<file path="src/rtl/binary_to_bcd_sequential.sv">
// ---------------------------------------------------------------------------
// binary_to_bcd_sequential
//
// Converts an unsigned binary value of up to 9 bits into three BCD digits
// using the shift-and-add-3 (double dabble) algorithm. The conversion
// processes one input bit per clock.
//
// Timing, for BIN_W = 8:
//   - The accepting edge is followed by BIN_W shift edges.
//   - The result appears on bcd, with a one-cycle done pulse, after the
//     last shift edge.
//   - The next request can be accepted BIN_W+2 cycles after the previous
//     accepting edge.
//
// Parameters
//   BIN_W  : binary input width, 1..9 (maximum input 511 fits three digits)
//
// Ports
//   clk    : system clock, all state updates on the rising edge
//   rst    : synchronous, active-high reset
//   start  : conversion request, honoured only in IDLE
//   bin    : binary value, captured on the accepting edge
//   busy   : high in SHIFT and DONE
//   done   : one-cycle pulse when a new result is loaded onto bcd
//   bcd    : registered result {hundreds, tens, ones}, each digit 0..9
// ---------------------------------------------------------------------------
module binary_to_bcd_sequential #(
    parameter int BIN_W = 8
) (
    input  logic             clk,
    input  logic             rst,
    input  logic             start,
    input  logic [BIN_W-1:0] bin,
    output logic             busy,
    output logic             done,
    output logic [11:0]      bcd
);

    localparam int CNT_W = $clog2(BIN_W + 1);
    localparam logic [CNT_W-1:0] LAST_CNT = CNT_W'(BIN_W - 1);

    typedef enum logic [1:0] {
        IDLE,
        SHIFT,
        DONE
    } state_t;

    state_t           state_q, state_d;
    logic [BIN_W-1:0] shift_q, shift_d;
    logic [11:0]      work_q,  work_d;
    logic [11:0]      bcd_q,   bcd_d;
    logic [CNT_W-1:0] cnt_q,   cnt_d;
    logic             done_q,  done_d;

    // Working digits after the add-3 correction.
    logic [11:0] work_adj;

    // {work, shift} shifted left by one as a single vector. The MSB of the
    // shift register falls into working bit 0. The bit shifted out of the
    // top is always zero for legal input widths.
    logic [BIN_W+11:0] dd_shifted;

    // A digit >= 5 becomes >= 10 after doubling. Adding 3 first makes the
    // doubled digit carry correctly into the next decade.
    genvar gi;
    generate
        for (gi = 0; gi < 3; gi++) begin : g_digit_adj
            assign work_adj[gi*4 +: 4] = (work_q[gi*4 +: 4] >= 4'd5)
                                       ? work_q[gi*4 +: 4] + 4'd3
                                       : work_q[gi*4 +: 4];
        end
    endgenerate

    assign dd_shifted = {work_adj, shift_q} << 1;

    always_comb begin
        state_d = state_q;
        shift_d = shift_q;
        work_d  = work_q;
        bcd_d   = bcd_q;
        cnt_d   = cnt_q;
        done_d  = 1'b0;

        case (state_q)
            IDLE: begin
                if (start) begin
                    shift_d = bin;
                    work_d  = '0;
                    cnt_d   = '0;
                    state_d = SHIFT;
                end
            end

            SHIFT: begin
                work_d  = dd_shifted[BIN_W +: 12];
                shift_d = dd_shifted[BIN_W-1:0];
                cnt_d   = cnt_q + 1'b1;
                // The final shift goes straight to the output register, so
                // bcd changes only on the edge that raises done.
                if (cnt_q == LAST_CNT) begin
                    bcd_d   = dd_shifted[BIN_W +: 12];
                    done_d  = 1'b1;
                    state_d = DONE;
                end
            end

            DONE: begin
                state_d = IDLE;
            end

            default: begin
                state_d = IDLE;
            end
        endcase
    end

    always_ff @(posedge clk) begin
        if (rst) begin
            state_q <= IDLE;
            shift_q <= '0;
            work_q  <= '0;
            bcd_q   <= '0;
            cnt_q   <= '0;
            done_q  <= 1'b0;
        end else begin
            state_q <= state_d;
            shift_q <= shift_d;
            work_q  <= work_d;
            bcd_q   <= bcd_d;
            cnt_q   <= cnt_d;
            done_q  <= done_d;
        end
    end

    assign busy = (state_q != IDLE);
    assign done = done_q;
    assign bcd  = bcd_q;

endmodule

</file>
<file path="config.mk">
export PLATFORM = sky130hd
export DESIGN_NAME = binary_to_bcd_sequential
export DESIGN_NICKNAME = d
export VERILOG_FILES = /design/src/rtl/binary_to_bcd_sequential.sv
export SDC_FILE = /design/constraint.sdc
export NUM_CORES = 1
export LEC_CHECK = 0
export ABC_AREA = 1
export BUFFER_PORTS_ARGS = -buffer_cell sky130_fd_sc_hd__buf_4
export CORE_UTILIZATION = 46
export DETAILED_ROUTE_END_ITERATION = 16
export PLACE_DENSITY = 0.69
export SLEW_MARGIN = 0
export SYNTH_ARGS = -nofsm -noshare
export SYNTH_HDL_FRONTEND = slang
export SYNTH_SLANG_ARGS = --single-unit
</file>
<file path="constraint.sdc">
create_clock -name clk -period 1.3 [get_ports clk]
set_input_delay 0 -clock clk [delete_from_list [all_inputs] [get_ports clk]]
set_output_delay 0 -clock clk [all_outputs]
set_load 0.005 [all_outputs]
</file>
==> impl_metrics.py <==
metrics = {
    "floorplanning": {
        "rows": 22,
        "die_y_um": 65.6,
        "dieArea_um2": 4300,
        "io_pins": 25,
        "core_um2": 3770,
        "initial_core_util": 0.493,
        "fp.dieW_um": 65.6,
    },
    "timing": {
        "min_period_ns": 1.25,
        "setup-violations-final": 0,
        "hold_viol": 0,
        "fmax_ghz": 0.799,
        "tightest_slew_ns": 0.283,
        "relSlewSlack": 0.811,
        "period_share": 0.963,
        "clock_skew_ns": 0.00870,
        "maxSlewViolCount": 0,
    },
    "detailed_routing": {
        "drc": 0,
        "wirelength_mm": 4.26,
        "viasPerCell": 4.95,
        "wire_per_inst_um": 11.8,
        "drt-pass1-iter-count": 4,
        "vias": 1792,
        "drtIter0Drc": 128,
        "ant_nets": 0,
    },
    "placed_design": {
        "dp.cells": 349,
        "post-dp-hpwl_mm": 2.86,
        "place_congestion": 0.899,
        "portBuffers": 24,
    },
    "synth": {
        "synth.area.top_cells": "dfxtp_1 (42%), nand2_1 (18%), a21oi_1 (7.0%)",
        "syn_area_per_cell_um2": 6.96,
        "synth_most_common_cell": "nand2_1",
        "yosys.area.top_type": "dfxtp_1",
        "syn_inst": 267,
        "synth_flop_cell": "dfxtp_1",
        "synth_edf_count": 0,
        "ys.warnings.count": 0,
        "ys_ff_latch": 39,
        "synth_top_area_share": 0.420,
        "synth.distinct_cells": 23,
        "mappedNetlistNets": 285,
        "synth_area_um2": 1860,
        "synth_async_sr_flop_share": 0,
        "synth-seq-area-share": 0.420,
        "synth.top_cells.by_count": "nand2_1 (89), dfxtp_1 (39), inv_1 (28), a21oi_1 (26), nor2_1 (25)",
    },
    "critical_path": {
        "start_kind": "flop",
        "setup.worst_path.class": "reg2reg",
        "path_cells": "ha_4 > nand3_4 > nor2_4 > buf_6 > nor2_1 > nor2_1 > o21ai_2 > inv_1",
        "critPathMostFrequentCell": "nor2_1",
        "cp_max_fo": 7,
        "critPathBufInv": 2,
        "cp_top_family": "simple AND/OR/NAND/NOR gates",
        "cp.arrival_ns": 1.49,
        "cp-end-kind": "flop",
        "cp.required_ns": 1.54,
        "crit_slowest_cell": "dfxtp_2",
        "cp_slowest_stage_delay_ns": 0.36,
    },
    "min_path": {
        "hp-class": "in2reg",
    },
    "pwr": {
        "power_density_nw_per_um2": 934,
        "vdd_ir_drop_max_mv": 0.647,
        "p_leak_nw": 1.11,
    },
    "global_route": {
        "gr-total-overflow": 0,
        "grt_max_degree": 27,
        "antenna_found_initial": 0,
        "grt_pass1_wl_mm": 6.76,
        "grt_pass1_vias": 1596,
        "grt_usage": 0.207,
    },
    "clocking": {
        "cts_sinks": 39,
        "clockRootBuffer": "clkbuf_8",
        "clkTransAtPathRegs_ns": 0.07,
        "cts_max_level": 2,
        "clockBufferDepth": 2,
        "cts_tree": "done",
        "clock_latency_ns": 0.29,
        "cts_inserted_buffers": 5,
    },
    "outcome": {
        "status": "completed",
    },
    "cells_and_area": {
        "area_growth_pct": 31.7,
        "fin_nets": 332,
        "fin_cells": 362,
        "post-route-util": 0.649,
        "diodes": 0,
        "drive_gt1_frac": 0.283,
    },
    "run": {
        "drv_cap": 0,
    },
}
path summary, 6_finish.rpt:
kind,cells past startpoint,endpoint,startpoint,slack [ns]
max,8,bcd[9]$_SDFFE_PP0P_,cnt_q[1]$_SDFFE_PP0P_,0.05
min,5,shift_q[5]$_SDFFE_PP0P_,bin[5],0.005
max reg2reg,8,bcd[9]$_SDFFE_PP0P_,cnt_q[1]$_SDFFE_PP0P_,0.05
min reg2reg,2,shift_q[0]$_SDFFE_PP0P_,shift_q[0]$_SDFFE_PP0P_,0.46
cell usage in the layout, fill, tap and decap left out, types with 2 or more instances in the layout:
cell           count
a21oi_1           25
a22oi_1            4
buf_4             41
buf_6              2
clkbuf_8           6
dfxtp_1           30
dfxtp_2            8
dlygate4sd3_1      4
ha_1               3
ha_2               2
ha_4               2
inv_1             22
inv_2              7
nand2_1           85
nand2_2            5
nand3_1           13
nand3_2            3
nand4_1            6
nor2_1            24
nor2_4             2
o21ai_0            6
metal layers:
metal,vias up,global-route usage,wire (µm)
met5,-,0,0
met4,0,0.0924,63
met3,5,0.0434,201
met2,43,0.352,2070
met1,805,0.249,1930
li1,939,-,-
flip-flops by register name, indices dropped and copies added (netlist names):
register	cells
state_q	2
done	1
cnt_q	4
shift_q	8
work_q	12
bcd	12
report_power, final:
part           internal (mW)  leakage, nW  switching (mW)
Combinational          0.110        0.747           0.126
Sequential              1.22        0.320          0.0156
Clock                  0.416       0.0470           0.401
Total                   1.74         1.11           0.543
worst register-to-register path: cells and delay by family, from the launching register on:
kind	cells	cell delay, ns
flops	1	0.36
compound gates	1	0.07
simple gates	4	0.43
fa+ha+maj	1	0.15
buf+inv	2	0.20
final cells by class:
cell class                 instances  area (µm²)
inverter                          30         115
multi-input combinational        188         980
fill                             346        1320
clock inverter                     1        5.00
timing repair buffer              50         410
sequential                        39         795
clock buffer                       6        82.6
tap                               48        60.1
through the flow:
| stage | TNS (ns) | setup WS [ns] | power [mW] | area, µm² | hold slack, ns |
|---|---|---|---|---|---|
| 2_1_floorplan | 0 | 0.0571 | 1.39 | 1860 | 0.147 |
| 3_3_place_gp | 0 | 0.0180 | 1.48 | 2200 | 0.267 |
| 3_5_place_dp | -0.0900 | -0.0182 | 1.48 | 2200 | 0.271 |
| 4_1_cts | -0.0103 | -0.00740 | 2.29 | 2330 | 0.00536 |
| 5_1_grt | -0.151 | -0.0805 | 2.38 | 2450 | 0.0279 |
| 6_report | 0 | 0.0485 | 2.29 | 2450 | 0.00517 |
cells by family after synthesis:
| group | Yosys count | synth area share |
|---|---|---|
| AOI/OAI and AO/OA | 39 | 0.112 |
| adders and majority gates | 7 | 0.0471 |
| buffers and inverters | 40 | 0.0970 |
| DFF | 39 | 0.420 |
| and+or+nand+nor | 142 | 0.324 |
timing repair:
item	in CTS	in global routing
endpoints found under the hold margin	4	0
endpoints found under the setup margin	10	29
hold buffers	4	0
pin swaps	0	10
buffers inserted	0	1
gates cloned	0	1
gates resized for setup	4	36
Power figures use the tool's default switching activity.
